--- config.mk ---
export PLATFORM = sky130hd
export DESIGN_NAME = otp_cipher_unit
export DESIGN_NICKNAME = d
export VERILOG_FILES = /design/src/rtl/otp_cipher_unit.sv
export SDC_FILE = /design/constraint.sdc
export NUM_CORES = 1
export LEC_CHECK = 0
export BUFFER_PORTS_ARGS = -buffer_cell sky130_fd_sc_hd__buf_4
export CORE_ASPECT_RATIO = 1.75
export CORE_UTILIZATION = 50
export DETAILED_ROUTE_END_ITERATION = 16
export PLACE_DENSITY = 0.71
export SYNTH_ARGS = -nofsm -noshare
export SYNTH_HDL_FRONTEND = slang
export SYNTH_SLANG_ARGS = --single-unit
--- constraint.sdc ---
create_clock -name clk -period 6.05 [get_ports clk]
set_clock_uncertainty 0.15 [all_clocks]
set_input_delay 0.605 -clock clk [delete_from_list [all_inputs] [get_ports clk]]
set_output_delay 0.605 -clock clk [all_outputs]
set_load 0.01 [all_outputs]
--- src/rtl/otp_cipher_unit.sv ---
// One-time-pad cipher front end: debounced load press -> uniform key from LFSR -> enc/dec mod ALPHABET.
// Latency 4 cycles from debounced press to enable; no backpressure, presses while busy are dropped.
module otp_cipher_unit #(
  parameter int unsigned DEBOUNCE_CYCLES = 500000,
  parameter logic [15:0] LFSR_SEED       = 16'hACE1,
  parameter int unsigned ALPHABET        = 27
) (
  input  logic       clk,
  input  logic       rst,
  input  logic       load_btn,
  input  logic [4:0] switch_val_in,
  output logic [4:0] encrypted_text,
  output logic [4:0] decrypted_text,
  output logic       enable,
  output logic [4:0] key_out,
  output logic       busy,
  output logic       invalid
);

  localparam int unsigned CW       = (DEBOUNCE_CYCLES > 1) ? $clog2(DEBOUNCE_CYCLES) : 1;
  localparam logic [CW-1:0] CNT_MAX = CW'(DEBOUNCE_CYCLES - 1);
  localparam logic [5:0]  MOD      = 6'(ALPHABET);
  localparam logic [4:0]  MAX_CODE = 5'(ALPHABET - 1);
  localparam logic [4:0]  DASH     = 5'(ALPHABET);
  localparam logic [15:0] SEED     = (LFSR_SEED == 16'h0000) ? 16'h0001 : LFSR_SEED;

  typedef enum logic [2:0] {
    S_IDLE,
    S_KEYGEN,
    S_ENCRYPT,
    S_DECRYPT,
    S_STROBE
  } state_t;

  logic [1:0]    r_sync;
  logic          r_deb;
  logic [CW-1:0] r_cnt;
  logic          r_press;
  logic [15:0]   r_lfsr;
  logic          w_fb;
  state_t        r_state;
  logic [4:0]    r_plain;
  logic [4:0]    r_key;
  logic [4:0]    r_enc;
  logic [5:0]    w_sum;
  logic [4:0]    w_enc;
  logic [4:0]    w_dec;
  logic [4:0]    r_enc_out;
  logic [4:0]    r_dec_out;
  logic [4:0]    r_key_out;
  logic          r_enable;
  logic          r_invalid;
  logic          r_busy;

  // Press pulse is registered alongside the 0->1 flip of the debounced level.
  always_ff @(posedge clk) begin
    if (!rst) begin
      r_sync  <= 2'b00;
      r_deb   <= 1'b0;
      r_cnt   <= '0;
      r_press <= 1'b0;
    end else begin
      r_sync  <= {r_sync[0], load_btn};
      r_press <= 1'b0;
      if (r_sync[1] != r_deb) begin
        if (r_cnt == CNT_MAX) begin
          r_deb   <= r_sync[1];
          r_cnt   <= '0;
          r_press <= r_sync[1];
        end else begin
          r_cnt <= r_cnt + CW'(1);
        end
      end else begin
        r_cnt <= '0;
      end
    end
  end

  assign w_fb = r_lfsr[0] ^ r_lfsr[2] ^ r_lfsr[3] ^ r_lfsr[5];

  always_ff @(posedge clk) begin
    if (!rst) begin
      r_lfsr <= SEED;
    end else begin
      r_lfsr <= {w_fb, r_lfsr[15:1]};
    end
  end

  assign w_sum = {1'b0, r_plain} + {1'b0, r_key};
  assign w_enc = (w_sum >= MOD) ? 5'(w_sum - MOD) : 5'(w_sum);
  assign w_dec = (r_enc >= r_key) ? 5'({1'b0, r_enc} - {1'b0, r_key})
                                  : 5'({1'b0, r_enc} + MOD - {1'b0, r_key});

  // Outputs load on the DECRYPT->STROBE edge so the pair is valid during the enable cycle.
  always_ff @(posedge clk) begin
    if (!rst) begin
      r_state   <= S_IDLE;
      r_plain   <= 5'd0;
      r_key     <= 5'd0;
      r_enc     <= 5'd0;
      r_enc_out <= DASH;
      r_dec_out <= DASH;
      r_key_out <= 5'd0;
      r_enable  <= 1'b0;
      r_invalid <= 1'b0;
      r_busy    <= 1'b0;
    end else begin
      r_enable  <= 1'b0;
      r_invalid <= 1'b0;
      case (r_state)
        S_IDLE: begin
          if (r_press) begin
            if (switch_val_in <= MAX_CODE) begin
              r_plain <= switch_val_in;
              r_busy  <= 1'b1;
              r_state <= S_KEYGEN;
            end else begin
              r_invalid <= 1'b1;
            end
          end
        end
        S_KEYGEN: begin
          if (r_lfsr[4:0] <= MAX_CODE) begin
            r_key   <= r_lfsr[4:0];
            r_state <= S_ENCRYPT;
          end
        end
        S_ENCRYPT: begin
          r_enc   <= w_enc;
          r_state <= S_DECRYPT;
        end
        S_DECRYPT: begin
          r_enc_out <= r_enc;
          r_dec_out <= w_dec;
          r_key_out <= r_key;
          r_enable  <= 1'b1;
          r_state   <= S_STROBE;
        end
        S_STROBE: begin
          r_busy  <= 1'b0;
          r_state <= S_IDLE;
        end
        default: begin
          r_busy  <= 1'b0;
          r_state <= S_IDLE;
        end
      endcase
    end
  end

  assign encrypted_text = r_enc_out;
  assign decrypted_text = r_dec_out;
  assign key_out        = r_key_out;
  assign enable         = r_enable;
  assign invalid        = r_invalid;
  assign busy           = r_busy;

endmodule
== Word-level counts from Yosys, hierarchy flattened ==
Index checks and enable logic that the tools add are counted.

* Flip-flop bits (word level): 75
* Input bits: 8
* Word-level logic and storage cells: 60

* Muxes and demuxes: 11
* $add $sub $neg: 6
* Equality and inequality tests: 8
* Order comparisons: 4
* Bitwise logic cells: 6
* Reductions and logical operators: 10

{| class="wikitable"
|+ Operators by type and width
! kind !! number
|-
| adder 19 x 1 -> 19 bit (second input constant) || 1
|-
| == test 19 bit (second input constant) || 1
|-
| AND reduction 3 bit || 5
|-
| one-hot mux 3 bit (4 select lines) || 1
|-
| less-or-equal comparator 5 bit (second input constant) || 2
|-
| two-way mux 5 bit || 2
|-
| subtractor 5 bit || 2
|-
| two-way mux 3 bit || 3
|-
| adder 5 x 5 -> 6 bit || 1
|-
| == test 3 x 2 -> 1 bit (second input constant) || 2
|-
| greater-or-equal comparator 6 x 5 -> 1 bit (second input constant) || 1
|-
| inequality test 2 bit (second input constant) || 3
|-
| OR reduction 3 bit || 2
|-
| adder 5 bit (second input constant) || 1
|-
| greater-or-equal comparator 5 bit || 1
|-
| subtractor 5 bit (second input constant) || 1
|-
| two-way mux 1 bit || 4
|-
| AND reduction 2 bit || 2
|-
| == test 3 x 1 -> 1 bit (second input constant) || 1
|-
| logical NOT 3 bit || 1
|-
| inverter 1 bit || 3
|-
| bitwise XOR 1 bit || 3
|-
| one-hot mux 1 bit (2 select lines) || 1
|-
| inequality test 1 bit || 1
|}

== Depth between registers and ports, before layout ==
Gate-level depths: netlist (run 1).

* Depth in word-level cells: 4
* Gate-level depth with buffers: 9
* Depth with buffers taken out: 9

== Least setup slack after synthesis (run 1) ==
OpenSTA, ideal clock, no wires.

* Path type: flip-flop to flip-flop
* From: reg r_key[1]
* To: reg r_dec_out[4] (netlist: decrypted_text[4])
* Cell stages (with the launch flop): 10
* Slack: 3771 ps
* Buffers on the path: 0
* Arrival time: 2007 ps
* Period minus slack after synthesis: 2279 ps
* Path through: dfxtp_1 -> inv_1 -> ha_1 -> inv_1 -> fa_1 -> a21o_1 -> a21oi_1 -> xnor2_1 -> mux2i_1 -> a221o_1

* Cells in the longest elaborated chain, start to end: 2
* Elaborated cells between the ends (all ways): 4
* Classes of those cells: 2 x add/sub; 1 x order compare; 1 x mux

{| class="wikitable"
|+ Ends and longest elaborated chain
! element !! RTL line !! source
|-
| from (decl) || 43 || <nowiki>logic [4:0] r_key;</nowiki>
|-
| from (signal assigned) || 124 || <nowiki>r_key <= r_lfsr[4:0];</nowiki>
|-
| subtractor 5 bit, or another cell as far along || 92 || <nowiki>: 5'({1'b0, r_enc} + MOD - {1'b0, r_key});</nowiki>
|-
| two-way mux 5 bit * || 91 || <nowiki>assign w_dec = (r_enc >= r_key) ? 5'({1'b0, r_enc} - {1'b0, r_key})</nowiki>
|-
| to (signal assigned) || 134 || <nowiki>r_dec_out <= w_dec;</nowiki>
|-
| to (decl) || 49 || <nowiki>logic [4:0] r_dec_out;</nowiki>
|}

Mark *: on every way between the ends. The rest lies on a longest branch, timed or not.
A chain may end at the register's enable or synchronous reset.

== Final worst setup path (run 1) ==
* From: reg r_key[0]
* To: reg r_enc[0]

* Cells in the longest elaborated chain, start to end: 3
* Elaborated cells between the ends (all ways): 4
* Classes of those cells: 2 x add/sub; 1 x order compare; 1 x mux

{| class="wikitable"
|+ Ends and longest elaborated chain
! element !! RTL line !! source
|-
| adder 5 x 5 -> 6 bit * || 89 || <nowiki>assign w_sum = {1'b0, r_plain} + {1'b0, r_key};</nowiki>
|-
| subtractor 5 bit / greater-or-equal comparator 6 x 5 -> 1 bit (equally long branches) || 90 || <nowiki>assign w_enc = (w_sum >= MOD) ? 5'(w_sum - MOD) : 5'(w_sum);</nowiki>
|-
| two-way mux 5 bit * || 90 ||
|-
| to (signal assigned) || 129 || <nowiki>r_enc <= w_enc;</nowiki>
|-
| to (decl) || 44 || <nowiki>logic [4:0] r_enc;</nowiki>
|}

Marks and branches as above.

==> metrics.txt, run 1 <==
outcome=completed; # Post-CTS Setup Buffers=0; asr flop ratio synth=0%; slew margin rel.=between 40% and 50%; R2R setup slack=about 3.5 ns; nets@finish=440; crit end category=register; H-Tree Depth=3; Clock power frac=44.4%; Vias/cell=5.43; Power per Cell Area=267 nW/um2; area grow syn2layout=13.7%; CP max stage cell=fa_1; vias in the first global route=2,682; Hold Crit Endpoint=r_lfsr[10]; clk slew on worst S/H paths=approximately 0.05 ns; Logic pwr share=7.7%; Ant. Diodes=0; switching portion of total power=23.1%; Hold Path Stages=1; worst r2r dst=r_enc[0]; Final Core Density=a little under 60%; LEAKAGE=between 1.5 and 2 nW; initial antenna violation count=0; Worst-Margin Slew=0.838 ns; port bufs=25; Avg Cell Area, Syn=9.16 um2; Cell Chain, Critical Path=ha_1 > inv_1 > fa_1 > inv_1 > ha_1 > o211ai_2 > nor2_1 > o311ai_1; data arrival time of the worst path=2.59 ns; Routed WL=about 7400 um; post-layout min period=approximately 2.5 ns; DIE HEIGHT=about 110 um; P_int=between 800 and 900 uW; top-area cell type share of the netlist area=a little over two fifths; First DRT Iteration DRCs=about 140; post-route design area=4030 um2; Seq pwr share=47.9%; RSZ-0062 raised after global routing=no; post-synthesis sequential area ratio=roughly 42%; Setup crit start kind=register; Post-Synthesis Cells=about 390; post_cts resized=0; Yosys cell types=between 50 and 60; router iterations before antenna repair=4; total congestion overflow=0; Hold Crit Start=r_lfsr[11]; die area=between 7000 and 8000 um2; Max VDD drop=roughly 0.14 mV; post-DP HPWL=between 5000 and 6000 um; pre-CTS setup slack=approximately 3.6 ns; CTS Hold Bufs=0; Clock Root Buffer=clkbuf_16; type of the worst setup path=register to register; IO Count=26; setup_tns=0 ns; fraction of layout cells with a size suffix above 1=a little under an eighth; largest stage delay on the critical path=approximately 0.53 ns; Setup Viol. Count Final=0; MaxCap Viol Count=0; Clock Latency Late Sink=0.34 ns; WP data required=6.13 ns; core area=approximately 6900 um2; TritonCTS clock tree=done; Yosys reg bits=75; crit-path max FO=9; WL/cell=15.0 um; DRT antenna net count=0; DRC viols=0; Total Routing Usage GR=22.3%; final hold viol count=0; Final WS setup=approximately 3.5 ns; Worst R2R Path Depth=8; number of synthesis warnings=0; Final period util=41.5%; CTS sink cnt=75; DP Area=~3800 um2; Post-Synthesis Cell Area=between 3000 and 4000 um2; Slew Viols, Final=0; Power, Total=approximately 1.1 mW; max frequency=about 0.4 GHz; Switching Power=around 250 uW; CTS max path bufs=2; Die X=~66 um; Post-Synthesis Net Count=around 420; Reg-to-Reg Start=r_key[0]; first-pass GRT wire length=around 12,000 um; synth top area cells=dfxtp_1, ha_1, nor2_1; Initial Utilization=between 50% and 60%; vias after detailed routing=about 2,700; Top FF cell, synth=dfxtp_1; gpl congestion=roughly 0.85; area leader, netlist=dfxtp_1; hold crit path type=register to register; Post-synth EDFFs=0; pin count of the biggest net entering global routing=34; Row Count=40; cts bufs inserted=9; fill cell count=593
-- metrics by stage --
stage / std cells / hold WS [ns]
3_3_place_gp: 483 / 0.243
3_5_place_dp: 483 / 0.246
4_1_cts: 498 / 0.260
2_1_floorplan: 387 / 0.236
6_report: 498 / 0.255
5_1_grt: 498 / 0.276
-- worst max-delay path by stage --
stage                     startpoint                end  slack, ns  cells after the start
after floorplan             r_key[1]  decrypted_text[4]       3.77                      9
after global placement      r_key[1]  decrypted_text[4]       3.67                      9
after detailed placement    r_key[1]  decrypted_text[4]       3.62                      9
after CTS                   r_key[0]           r_enc[0]       3.55                      8
after global routing        r_key[0]           r_enc[0]       3.34                      8
final                       r_key[0]           r_enc[0]       3.54                      8
-- Yosys cell counts, types with 3 or more instances --
cell type / instances
xor2_1: 14
o21ai_0: 8
o211ai_1: 6
mux2i_1: 13
nor4_1: 6
a21oi_1: 19
nor2_1: 47
dfxtp_1: 75
nor2b_1: 3
and2_1: 10
xnor2_1: 16
nand4_1: 3
nor3_1: 6
clkbuf_1: 8
fa_1: 4
inv_1: 24
nand2b_1: 11
nand2_1: 35
a21o_1: 5
ha_1: 18
nand3_1: 13
-- critical path: cells and delay by family (launching register included) --
kind,cells,cell delay [ns]
adder cells (fa/ha/maj),3,0.98
AO/OA/AOI/OAI,2,0.67
flip-flops,1,0.40
buffers and inverters,2,0.11
AND/OR/NAND/NOR,1,0.10
-- cells by family after synthesis --
kind of cell | synth area share [%]
AND/OR/NAND/NOR | 22.8
AO/OA/AOI/OAI | 10.3
XOR/XNOR | 7.41
multiplexers | 3.99
flip-flops | 42.3
adder cells (fa/ha/maj) | 8.61
buffers and inverters | 4.52
-- cell usage in the layout (no fill, tap or decap), types with 13 or more instances in the layout --
cell / Yosys / final
xnor2_1: 16 / 16
a21oi_1: 19 / 19
mux2i_1: 13 / 13
dfxtp_1: 75 / 75
ha_1: 18 / 18
nand2_1: 35 / 35
xor2_1: 14 / 14
buf_4: 1 / 25
nor2_1: 47 / 47
inv_1: 24 / 24
nand3_1: 13 / 13
-- cell type report --
type | count | area (um2) | area share (%)
clock buffers | 12 | 246 | 6.12
well taps | 84 | 105 | 2.61
repair buffers | 25 | 188 | 4.66
clock inverters | 3 | 15.0 | 0.373
flip-flops and latches | 75 | 1500 | 37.3
multi-input cells | 275 | 1880 | 46.8
inverters | 24 | 90.1 | 2.24
-- power by group through the flow --
stage	registers (mW)	clock network, mW	logic, mW
floorplan	0.521	0	0.0668
global placement	0.525	0	0.0796
detailed placement	0.525	0	0.0823
CTS	0.515	0.486	0.0831
global route	0.516	0.510	0.0917
finish	0.515	0.478	0.0825
-- flip-flops by register name (all words and copies together), names as in the netlist --
| register | flops |
|---|---|
| r_enc | 5 |
| r_key | 5 |
| r_cnt | 19 |
| r_lfsr | 16 |
| r_press | 1 |
| invalid | 1 |
| r_state | 3 |
| decrypted_text | 5 |
| r_sync | 2 |
| key_out | 5 |
| r_plain | 5 |
| busy | 1 |
| encrypted_text | 5 |
| enable | 1 |
| r_deb | 1 |
-- routing by layer --
metal,GRT usage [%],part of all wire (%),vias to the layer above
met3,3.70,2.8,24
li1,-,-,1366
met4,17.7,5.4,0
met1,22.9,40,1255
met5,0,0,-
met2,38.6,52,58
No activity file was read; power rests on OpenSTA's default activity.
==> inputs of run 2 (changes only) <==
- ABC_AREA: unset -> 1
- clock period: 6.05 -> 2.6 ns (I/O delays scaled with it)
==> metrics.txt, run 2 <==
worst hold slack=0.0492 ns (-0.206 ns); asr flop ratio synth=0% (unchanged); Post-Synthesis Net Count=508 (+22%); final hold viol count=0 (unchanged); Clock Root Buffer=clkbuf_16; post-DP HPWL=6190 um (+14%); Setup Viol. Count Final=0 (unchanged); top flop regs=r_cnt x19, r_lfsr x16; Total Routing Usage GR=23.4% (+1.1 points); M3 GR Usage=4.37% (+0.67 points); Yosys cell types=36 (-37%); Reg with most FFs=r_cnt; crit-path max FO=7 (-2); type of the worst setup path=register to register; clk slew on worst S/H paths=0.06 ns (about the same); Worst-Margin Slew=0.524 ns (-0.314 ns); DRT antenna net count=0 (unchanged); DRC viols=0 (unchanged); hold crit path type=primary input to register; core area=6960 um2 (+1.5%); Reg-to-Reg Start=r_key[0]; WL/cell=13.5 um (-9.4%); # Post-CTS Setup Buffers=0 (unchanged); synth top area cells=dfxtp_1, nand2_1, inv_1; CTS sink cnt=75 (unchanged); Yosys reg bits=75 (unchanged); Post-Synthesis Cells=478 (+24%); IO Count=26 (unchanged); total congestion overflow=0 (unchanged); Slew Viols, Final=0 (unchanged); initial antenna violation count=0 (unchanged); DIE HEIGHT=115 um (+1.4%); CTS Hold Bufs=1 (+1); First DRT Iteration DRCs=163 (+20%); Power per Cell Area=666 nW/um2 (+150%); Hold Crit Endpoint=r_plain[4]; Post-synth EDFFs=0 (unchanged); vias in the first global route=3,023 (+13%); die area=7650 um2 (+2.7%); data arrival time of the worst path=2.36 ns (-0.23 ns); WP data required=2.69 ns (-3.44 ns); pin count of the biggest net entering global routing=34 (unchanged); slew margin rel.=64.9% (+21 points); gr busiest metal=met2; DP Area=3900 um2 (+3.6%); area leader, netlist=dfxtp_1; Worst R2R Path Depth=13 (+5); M2 GR Usage=43.4% (+4.9 points); Hold Crit Start=switch_val_in[4]; commonest non-fill, non-tap cell in the layout=nand2_1; RSZ-0062 raised after global routing=no; Vias/cell=5.29 (-2.5%); Routed WL=8060 um (+8.2%); max frequency=0.439 GHz (+10%); Power, Total=2.80 mW (+160%); crit end category=register; Clock Latency Late Sink=0.33 ns (about the same); H-Tree Depth=3 (unchanged); Avg Cell Area, Syn=7.62 um2 (-17%); max reg flops=19 (unchanged); gpl congestion=0.943 (+11%); outcome=completed; first-pass GRT wire length=13,200 um (+7.5%); met1 usage=20.8% (-2.1 points); post-layout min period=2.28 ns (-0.236 ns); Row Count=40 (unchanged); vias after detailed routing=3,148 (+16%); post_cts resized=0 (unchanged); Post-Synthesis Cell Area=3640 um2 (+2.8%); Final period util=87.5% (+46 points); port bufs=25 (unchanged); post-synthesis sequential area ratio=41.2% (-1.1 points); Top FF cell, synth=dfxtp_1; Ant. Diodes=0 (unchanged); number of synthesis warnings=0 (unchanged); post-route design area=4210 um2 (+4.6%); fill cell count=637 (+7.4%); Die X=66.5 um (+1.3%); most frequent cells after synthesis=nand2_1, dfxtp_1, inv_1, nor2_1, a21oi_1; Initial Utilization=52.4% (+0.68 points); area grow syn2layout=15.6%; nets@finish=536 (+22%); most frequent cells in the layout=nand2_1, dfxtp_1, inv_1; router iterations before antenna repair=4 (unchanged); most common cell in the synthesized netlist=nand2_1; Max VDD drop=0.543 mV (+300%); MaxCap Viol Count=0 (unchanged); R2R setup slack=0.32 ns (-3.21 ns); top-area cell type share of the netlist area=41.2% (-1.1 points); Hold Path Stages=3 (+2); CTS max path bufs=2 (unchanged); worst r2r dst=r_enc[3]; fraction of layout cells with a size suffix above 1=13.1% (+1.3 points); cts bufs inserted=9 (unchanged); setup_tns=0 ns (unchanged); LEAKAGE=1.79 nW (+9.6%); Setup crit start kind=register; TritonCTS clock tree=done
-- run 2: layout make-up --
class	instances	area, um2	area share (%)
multi-input cells	320	1820	43.3
flip-flops and latches	75	1500	35.6
inverters	72	270	6.41
clock buffers	9	225	5.34
repair buffers	28	213	5.05
well taps	84	105	2.49
clock inverters	7	76.3	1.81
-- run 2: worst max path at each step --
stage             start           endpoint  slack [ns]  cells after the start
2_1_floorplan  r_key[0]           r_enc[0]        0.53                     13
4_1_cts        r_key[0]           r_enc[3]        0.32                     13
6_report       r_key[0]           r_enc[3]        0.32                     13
3_5_place_dp   r_key[0]           r_enc[3]        0.34                     13
5_1_grt        r_key[0]           r_enc[0]        0.16                     13
3_3_place_gp   r_key[1]  decrypted_text[3]        0.43                      9
-- run 2: logic make-up (layout without fill, tap and decap cells) --
family | after synthesis | in the layout | share of synthesized area, %
XOR/XNOR | 12 | 12 | 3.09
adder cells (fa/ha/maj) | 22 | 22 | 8.38
AND/OR/NAND/NOR | 210 | 210 | 27.2
buffers and inverters | 83 | 116 | 8.79
flip-flops | 75 | 75 | 41.2
AO/OA/AOI/OAI | 76 | 76 | 11.4
-- run 2: report_power, final --
group	switching, mW	leakage (nW)	internal [mW]	total [mW]
logic	0.225	1.04	0.138	0.363
clock network	0.481	0.142	0.747	1.23
registers	0.0246	0.610	1.19	1.21
total	0.731	1.79	2.07	2.80
-- run 2: routing by layer --
metal / vias to the layer above / share of wire (%)
met3: 36 / 2.2
met5: - / 0
met2: 64 / 55
met1: 1433 / 37
li1: 1615 / -
met4: 0 / 5.7
-- run 2: stage by stage --
stage,instances,util (%),setup slack (ns)
after global placement,578,56.1,0.435
after floorplan,478,-,0.533
after detailed placement,578,56.1,0.340
after CTS,595,60.6,0.325
final,595,60.6,0.324
after global routing,595,60.6,0.164
-- run 2: critical path: stages (launching register included) --
cell     delay [ns]
dfxtp_1        0.36
ha_1           0.20
inv_1          0.08
fa_1           0.48
inv_1          0.07
ha_1           0.22
inv_1          0.07
nand2_2        0.07
nand3_2        0.15
nand2_2        0.08
nand2_1        0.07
nand3_1        0.06
nand2_1        0.09
inv_1          0.03
==> inputs of run 3 (changes only) <==
- CELL_PAD_IN_SITES_DETAIL_PLACEMENT: unset -> 1
- CELL_PAD_IN_SITES_GLOBAL_PLACEMENT: unset -> 1
- CORE_UTILIZATION: 50 -> 44
- PLACE_DENSITY: 0.71 -> 0.81
==> metrics.txt, run 3 (synthesized netlist as in run 2, its figures left out) <==
post-route design area=4230 um2 (+0.27%); Reg with most FFs=r_cnt; crit end category=register; Routed WL=9600 um (+19%); Clock Latency Late Sink=0.33 ns (about the same); LEAKAGE=1.79 nW (about the same); crit-path max FO=7 (unchanged); IO Count=26 (unchanged); MaxCap Viol Count=0 (unchanged); Ant. Diodes=0 (unchanged); Total Routing Usage GR=24.4% (+1.1 points); CTS max path bufs=2 (unchanged); hold crit path type=primary input to register; Power, Total=2.85 mW (+1.5%); area grow syn2layout=15.9%; Hold Path Stages=3 (unchanged); Worst-Margin Slew=0.522 ns (-0.00220 ns); post-layout min period=2.39 ns (+0.115 ns); First DRT Iteration DRCs=120 (-26%); router iterations before antenna repair=6 (+2); slew margin rel.=65.1% (+0.15 points); clk slew on worst S/H paths=0.06 ns (about the same); Final period util=92.0% (+4.4 points); largest stage delay on the critical path=0.53 ns (+0.05 ns); Initial Utilization=45.8% (-6.6 points); Max VDD drop=0.436 mV (-20%); cts bufs inserted=9 (unchanged); CTS sink cnt=75 (unchanged); placed cell count=584 (+1.0%); Hold Crit Endpoint=r_plain[4]; TritonCTS clock tree=done; Reg-to-Reg Start=r_key[1]; CP max stage cell=fa_1; fill cell count=1,017 (+60%); register area=1500 um2 (unchanged); commonest non-fill, non-tap cell in the layout=nand2_1; initial antenna violation count=0 (unchanged); DRT antenna net count=0 (unchanged); core area=7960 um2 (+14%); R2R setup slack=0.21 ns (-0.12 ns); first-pass GRT wire length=16,100 um (+22%); multi-input logic area=1820 um2 (unchanged); WP data required=2.68 ns (about the same); Row Count=43 (+7.5%); Clock Root Buffer=clkbuf_16; Die X=70.8 um (+6.4%); most frequent cells in the layout=nand2_1, dfxtp_1, inv_1; final hold viol count=0 (unchanged); nets@finish=536 (unchanged); fraction of layout cells with a size suffix above 1=12.9% (-0.20 points); setup_tns=0 ns (unchanged); Slew Viols, Final=0 (unchanged); total congestion overflow=0 (unchanged); vias in the first global route=3,475 (+15%); DRC viols=0 (unchanged); type of the worst setup path=register to register; worst hold slack=0.0400 ns (-0.00916 ns); worst r2r dst=r_enc[2]; most frequent cell on the critical path=inv_1; port bufs=25 (unchanged); Power per Cell Area=674 nW/um2 (+1.2%); DIE HEIGHT=122 um (+6.5%); H-Tree Depth=3 (unchanged); data arrival time of the worst path=2.47 ns (+0.11 ns); Hold Crit Start=switch_val_in[4]; Vias/cell=5.36 (+1.4%); WL/cell=16.0 um (+18%); post-DP HPWL=7400 um (+20%); RSZ-0062 raised after global routing=no; die area=8670 um2 (+13%); pin count of the biggest net entering global routing=34 (unchanged); vias after detailed routing=3,224 (+2.4%); Cell Chain, Critical Path=inv_1 > fa_1 > inv_1 > ha_1 > inv_1 > nand2_2 > nand3_2 > nand2_2 > nand2_1 > nand3_1 > nand2_1 > inv_1; Setup Viol. Count Final=0 (unchanged); Setup crit start kind=register; post-route insts no fill=601 (+1.0%); max reg flops=19 (unchanged); gpl congestion=0.895 (-5.0%); Worst R2R Path Depth=12 (-1); max frequency=0.418 GHz (-4.8%); DP Area=3910 um2 (+0.19%); outcome=completed; top flop regs=r_cnt x19, r_lfsr x16
## run 3: changes by cell type in the layout (fill, tap and decap cells not counted)
cell / change
inv_6: -1
clkbuf_8: +1
clkbuf_1: +1
clkinv_2: -1
## run 3: repair_timing
| item | CTS | global route |
|---|---|---|
| gates resized for setup | 0 | 0 |
| hold buffers | 1 | 0 |
| buffers inserted | 0 | 0 |
| endpoints found under the hold margin | 1 | 0 |
## run 3: critical path, delay by kind of cell, from the launching register on
family	cells	cell delay [ns]
flip-flops	1	0.45
AND/OR/NAND/NOR	6	0.56
adder cells (fa/ha/maj)	2	0.75
buffers and inverters	4	0.38
## run 3: stage by stage
step | utilization [%] | worst slack [ns]
after floorplan | - | 0.533
after global placement | 49.1 | 0.337
after detailed placement | 49.1 | 0.237
after CTS | 53.1 | 0.217
after global routing | 53.1 | 0.0778
final | 53.1 | 0.208
## run 3: power breakdown
part           switching (mW)  total (mW)  internal [mW]
Sequential             0.0287        1.22           1.19
Clock                   0.480        1.25          0.772
Combinational           0.239       0.378          0.138
## run 3: routing by layer
| metal | vias to the layer above | global-route usage, % | part of all wire, % |
|---|---|---|---|
| met5 | - | 0 | 0 |
| met4 | 0 | 15.6 | 4.0 |
| met3 | 26 | 3.94 | 1.8 |
| met2 | 44 | 48.7 | 59 |
| met1 | 1546 | 22.1 | 35 |
| li1 | 1608 | - | - |
## run 3: worst max path at each step
stage / start / endpoint / slack, ns / cells after the start
final: r_key[1] / r_enc[2] / 0.21 / 12
after global routing: r_key[0] / r_enc[2] / 0.08 / 13
after CTS: r_key[1] / r_enc[2] / 0.22 / 12
after detailed placement: r_key[1] / r_enc[2] / 0.24 / 12
after global placement: r_key[1] / decrypted_text[3] / 0.34 / 9
after floorplan: r_key[0] / r_enc[0] / 0.53 / 13
## run 3: layout make-up
class	instances	area share [%]
Clock buffer	11	5.74
Clock inverter	5	1.48
Inverter	72	6.40
Multi-Input combinational cell	320	43.1
Sequential cell	75	35.5
Tap cell	90	2.67
Timing Repair Buffer	28	5.03
